==> src/rtl/fetch_sequencer.sv <==
// Instruction fetch sequencer: owns the fetch PC, keeps one request in flight
// to instruction memory and hands fetched words to decode over valid/ready.

`ifndef BRANCH_TYPE_BITS_COUNT
`define BRANCH_TYPE_BITS_COUNT 2
`endif
`ifndef BRANCH_TYPE_NONE
`define BRANCH_TYPE_NONE     2'd0
`endif
`ifndef BRANCH_TYPE_UNCOND
`define BRANCH_TYPE_UNCOND   2'd1
`endif
`ifndef BRANCH_TYPE_COND
`define BRANCH_TYPE_COND     2'd2
`endif
`ifndef BRANCH_TYPE_INDIRECT
`define BRANCH_TYPE_INDIRECT 2'd3
`endif
`ifndef PC_SRC_BITS_COUNT
`define PC_SRC_BITS_COUNT 2
`endif
`ifndef PC_SRC_PC_PLUS_4
`define PC_SRC_PC_PLUS_4     2'd0
`endif
`ifndef PC_SRC_PC_PLUS_IMM
`define PC_SRC_PC_PLUS_IMM   2'd1
`endif
`ifndef PC_SRC_GPR_PLUS_IMM
`define PC_SRC_GPR_PLUS_IMM  2'd2
`endif

module fetch_sequencer #(
    parameter int              XLEN     = 32,
    parameter logic [XLEN-1:0] RESET_PC = '0
) (
    input  logic                               clk,
    input  logic                               rst_n,
    input  logic                               ex_valid,
    input  logic [`BRANCH_TYPE_BITS_COUNT-1:0] branch_type,
    input  logic                               zero_flag,
    input  logic [XLEN-1:0]                    ex_pc,
    input  logic [XLEN-1:0]                    ex_imm,
    input  logic [XLEN-1:0]                    ex_gpr,
    output logic [`PC_SRC_BITS_COUNT-1:0]      pc_source,
    output logic                               flush,
    output logic                               imem_req,
    output logic [XLEN-1:0]                    imem_addr,
    input  logic                               imem_ready,
    input  logic                               imem_rvalid,
    input  logic [31:0]                        imem_rdata,
    output logic                               if_valid,
    output logic [XLEN-1:0]                    if_pc,
    output logic [31:0]                        if_instr,
    input  logic                               if_ready
);

    typedef enum logic [1:0] {
        S_REQ,
        S_WAIT,
        S_OUT,
        S_DRAIN
    } state_t;

    state_t            state_q, state_d;
    logic [XLEN-1:0]   pc_q, pc_d;
    logic [XLEN-1:0]   if_pc_q, if_pc_d;
    logic [31:0]       if_instr_q, if_instr_d;

    logic              redirect;
    logic [XLEN-1:0]   target;
    logic [XLEN-1:0]   gpr_sum;

    // Next-PC selector for the EX instruction, decoded even when ex_valid is low.
    always_comb begin
        pc_source = 'x;
        case (branch_type)
            `BRANCH_TYPE_NONE:     pc_source = `PC_SRC_PC_PLUS_4;
            `BRANCH_TYPE_UNCOND:   pc_source = `PC_SRC_PC_PLUS_IMM;
            `BRANCH_TYPE_COND:     pc_source = zero_flag ? `PC_SRC_PC_PLUS_IMM
                                                         : `PC_SRC_PC_PLUS_4;
            `BRANCH_TYPE_INDIRECT: pc_source = `PC_SRC_GPR_PLUS_IMM;
            default:               pc_source = 'x;
        endcase
    end

    assign gpr_sum  = ex_gpr + ex_imm;
    assign redirect = ex_valid && (pc_source != `PC_SRC_PC_PLUS_4);
    assign flush    = redirect;

    // Indirect targets drop bit 0 so a jump can never land on an odd address.
    always_comb begin
        target = ex_pc + ex_imm;
        if (pc_source == `PC_SRC_GPR_PLUS_IMM) begin
            target = {gpr_sum[XLEN-1:1], 1'b0};
        end
    end

    always_comb begin
        state_d    = state_q;
        pc_d       = pc_q;
        if_pc_d    = if_pc_q;
        if_instr_d = if_instr_q;

        case (state_q)
            S_REQ: begin
                if (imem_ready) begin
                    if (redirect) begin
                        state_d = S_DRAIN;
                    end else begin
                        if_pc_d = pc_q;
                        pc_d    = pc_q + XLEN'(4);
                        state_d = S_WAIT;
                    end
                end
            end
            S_WAIT: begin
                if (imem_rvalid) begin
                    if (!redirect) begin
                        if_instr_d = imem_rdata;
                        state_d    = S_OUT;
                    end else begin
                        state_d = S_REQ;
                    end
                end else if (redirect) begin
                    state_d = S_DRAIN;
                end
            end
            S_OUT: begin
                if (redirect || if_ready) begin
                    state_d = S_REQ;
                end
            end
            S_DRAIN: begin
                if (imem_rvalid) begin
                    state_d = S_REQ;
                end
            end
            default: state_d = S_REQ;
        endcase

        // A redirect overrides any sequential PC update made above.
        if (redirect) begin
            pc_d = target;
        end
    end

    always_ff @(posedge clk) begin
        if (!rst_n) begin
            state_q    <= S_REQ;
            pc_q       <= RESET_PC;
            if_pc_q    <= '0;
            if_instr_q <= '0;
        end else begin
            state_q    <= state_d;
            pc_q       <= pc_d;
            if_pc_q    <= if_pc_d;
            if_instr_q <= if_instr_d;
        end
    end

    assign imem_req  = rst_n && (state_q == S_REQ);
    assign imem_addr = pc_q;
    assign if_valid  = rst_n && (state_q == S_OUT);
    assign if_pc     = if_pc_q;
    assign if_instr  = if_instr_q;

endmodule

==> config.mk <==
export PLATFORM = sky130hd
export DESIGN_NAME = fetch_sequencer
export DESIGN_NICKNAME = d
export VERILOG_FILES = /design/src/rtl/fetch_sequencer.sv
export SDC_FILE = /design/constraint.sdc
export NUM_CORES = 1
export LEC_CHECK = 0
export CORE_MARGIN = 10
export CORE_UTILIZATION = 37
export CTS_CLUSTER_DIAMETER = 60
export CTS_CLUSTER_SIZE = 10
export DETAILED_ROUTE_END_ITERATION = 8
export DONT_BUFFER_PORTS = 1
export GPL_ROUTABILITY_DRIVEN = 1
export PLACE_DENSITY = 0.55
export SYNTH_ARGS = -nofsm -noshare
export SYNTH_HDL_FRONTEND = slang
export SYNTH_SLANG_ARGS = --single-unit
export TNS_END_PERCENT = 100
==> constraint.sdc <==
create_clock -name clk -period 2.6 [get_ports clk]
set_clock_uncertainty 0.1 [all_clocks]
set_input_delay 0.39 -clock clk [delete_from_list [all_inputs] [get_ports clk]]
set_output_delay 0.39 -clock clk [all_outputs]
set_load 0.02 [all_outputs]
==> impl_metrics.csv <==
group,metric,value,unit
critical_path,critPathKind,"in2reg",
place,place_ws,-0.260,ns
floorplanning,fp.dieH,164,um
power_and_ir_drop,power_density,509,nW/um2
cts,cts_root_buf,"clkbuf_16",
critical_path,cp_num_buf_inv,1,
synthesis,ys_ff_latch,98,
cts,cts_buffer_depth,2,
synthesis,yosys-top-cells-count,"nand2_1, dfxtp_1, a21oi_1",
critical_path,crit_path_cell_trace,"inv_1 -> fa_2 -> nor2b_2 -> o21bai_1 -> a211oi_2 -> o2111ai_2 -> a22oi_2 -> a311oi_2 -> xnor2_1 -> o311ai_1 -> a21oi_1",
sta,setup_tns,0,ns
critical_path,critPathMaxFanout,4,
routing,dr.pass1.iters,5,
floorplanning,die_area,26800,um2
synthesis,synth_edf_count,0,
critical_path,path_depth,11,
grt,grt_pass1_vias,7258,
floorplanning,core,20300,um2
routing,drc_errors,0,
power_and_ir_drop,p_clk_share,29.1,%
synthesis,syn_avg_cell_area,7.50,um2
critical_path,rr_endpoint,"imem_addr[24]",
cts,cts_tree,"yes",
min_path,min_path_type,"in2reg",
grt,grt_pass1_wl,39700,um
synthesis,ys.warnings.count,0,
cts,htree_num_levels,3,
critical_path,reg2reg_depth,8,
routing,num_vias,7417,
routing,first_iter_violations,488,
critical_path,r2r_slack,0.30,ns
power_and_ir_drop,p_comb_share,34.3,%
critical_path,cp.arrival,2.56,ns
sta,fin_crit,2.47,ns
floorplanning,initial_utilization,37.7,%
routing,vias_per_cell,5.32,
synthesis,ys.flop_type,"dfxtp_1",
final_layout,finalNonFillerCells,1395,
sta,clock.fmax,405,MHz
place,place.gp.congestion,0.902,
synthesis,yosysSeqAreaShare,25.6,%
critical_path,slowest_delay,0.40,ns
synthesis,synth_top_cell_by_area,"dfxtp_1",
status,status,"finished clean",
grt,grt_max_degree,102,
routing,wl_per_cell,18.6,um
synthesis,synth_top_family_by_area,"compound AO/OA/AOI/OAI gates",
routing,finalWirelength,26000,um
critical_path,worstReg2RegStart,"state_q[0]",
critical_path,crit_slowest_cell,"fa_2",
critical_path,cp-start-kind,"input pin",
power_and_ir_drop,leakagePower,3.81,nW
cts,numCtsBuffers,9,
synthesis,synth_top_area_share,25.6,%
grt,grt.total_usage,18.4,%
critical_path,crit_start,"ex_imm[1]",
floorplanning,boundaryPins,238,
synthesis,synth_cell_types,67,
synthesis,synth_most_common_cell,"nand2_1",
sta,finalMaxSlewViolations,0,
power_and_ir_drop,swShare,34.7,%
sta,setup_violations,0,
place,port_buffers,0,
sta,relSlewSlack,55.5,%
cts,cts_sinks,98,
power_and_ir_drop,p_sw,1.63,mW
synthesis,syn-num-nets,1222,
critical_path,endpoint_kind,"flip-flop",
cts,clkLatencyLatePin,0.34,ns
synthesis,synthAdderAreaFrac,10.7,%
synthesis,synth_compound_area_share,26.8,%
floorplanning,row_count,52,
grt,antenna_found_initial,0,
critical_path,crit_family,"compound AO/OA/AOI/OAI gates",
power_and_ir_drop,p_int,3.07,mW
sta,hold_viol_final,0,
sta,worst_pin_slew,0.665,ns
critical_path,required,2.69,ns
critical_path,cp-endpoint,"imem_addr[30]",
final_layout,insertedDiodeCount,0,
synthesis,synth.area.top_cells,"dfxtp_1, nand2_1, ha_1",
cts,cts_hold_buf,0,
routing,antenna_left,0,
synthesis,syn_area,7660,um2
final_layout,area_growth_syn_to_layout,20.6,%
synthesis,netlist_instances,1021,
synthesis,synthSimpleGateAreaFrac,23.4,%
sta,fin_crit_sh,94.9,%
power_and_ir_drop,worst_ir_drop_vdd,0.277,mV
sta,worst_slack,0.133,ns
floorplanning,die_x,164,um
power_and_ir_drop,p_seq_share,36.6,%
cts,path_clk_slew,0.07,ns
grt,grt_overflow_total,0,
final_layout,layout-drive-gt1-share,17.0,%
place,dp.cells,1379,
final_layout,fin_nets,1322,
synthesis,synth_xor_area_share,9.04,%
synthesis,synthMuxAreaShare,0.654,%
synthesis,async_flop_share,0,%
job,cap_violations,0,
place,hpwl,21600,um
## cell type report
cell class / count / area (um2)
Clock inverter: 6 / 73.8
Tap cell: 270 / 338
Multi-Input combinational cell: 854 / 5490
Inverter: 15 / 56.3
Fill cell: 2130 / 11100
Sequential cell: 98 / 1960
Clock buffer: 9 / 225
Timing Repair Buffer: 143 / 1090
## worst min-delay path by stage
stage | from | end | slack (ns) | cells after the start
5_1_grt | imem_rdata[27] | if_instr[27] | 0.07 | 2
3_3_place_gp | state_q[0] | state_q[1] | 0.41 | 1
4_1_cts | imem_rdata[25] | if_instr[25] | 0.06 | 2
6_report | imem_rdata[7] | if_instr[7] | 0.08 | 2
3_5_place_dp | state_q[0] | state_q[1] | 0.41 | 1
2_1_floorplan | state_q[0] | state_q[1] | 0.38 | 1
## placed cells by master (no fill, tap or decap), drive strengths merged, types with 6 or more instances in the layout
master	Yosys	layout
nand2	222	222
buf	15	143
dfxtp	98	98
a21boi	70	70
a21oi	68	68
ha	62	62
nor2	59	59
o21ai	58	58
xnor2	56	56
nand3	29	29
a21o	23	23
xor2	23	23
and3	19	19
inv	15	18
a31oi	14	14
nor3	14	14
nand4	13	13
o211ai	11	11
nand2b	10	10
or3	9	9
clkbuf	39	9
a211oi	9	9
o21bai	8	8
nor2b	8	8
and2	7	7
o311a	6	6
## stage by stage
step	utilization [%]	total power, mW	instance area [um2]	hold WS [ns]
floorplan	-	2.77	7700	0.375
global placement	43.8	3.35	8890	0.406
detailed placement	43.8	3.35	8890	0.415
CTS	45.3	4.73	9190	0.0624
global route	45.5	4.98	9230	0.0656
finish	45.5	4.70	9230	0.0753
## cell families after synthesis
| kind of cell | after synthesis |
|---|---|
| AND/OR/NAND/NOR | 402 |
| AO/OA/AOI/OAI | 304 |
| flip-flops | 98 |
| XOR/XNOR | 79 |
| buffers and inverters | 69 |
| adder cells (fa/ha/maj) | 64 |
| multiplexers | 5 |
## worst reg2reg max path: cells and delay by family, from the launching register on
kind / cells / cell delay, ns
compound gates: 2 / 0.44
simple gates: 5 / 1.19
xor+xnor: 1 / 0.08
flops: 1 / 0.36
## registers in the layout, summed over array words and instances (netlist names)
register and cells:
if_instr 32, if_pc 32, imem_addr 32, state_q 2
## layer usage
metal | up-vias | GRT usage [%] | routed length (um) | share of wire (%)
li1 | 3819 | - | - | -
met1 | 3350 | 23.9 | 11800 | 45
met2 | 224 | 29.7 | 11500 | 44
met3 | 24 | 4.93 | 2310 | 8.9
met4 | 0 | 4.18 | 380 | 1.5
met5 | - | 0 | 0 | 0
## power groups by stage
stage	registers (mW)	logic, mW	clock network (mW)
finish	1.72	1.61	1.37
floorplan	1.79	0.982	0
global route	1.73	1.78	1.47
detailed placement	1.76	1.59	0
global placement	1.76	1.59	0
CTS	1.72	1.60	1.40
## what timing repair did
action                     CTS  global route
buffers inserted             0             1
resized for setup            0             9
setup endpoints to repair    0             9
No activity file was read; power rests on OpenSTA's default activity.
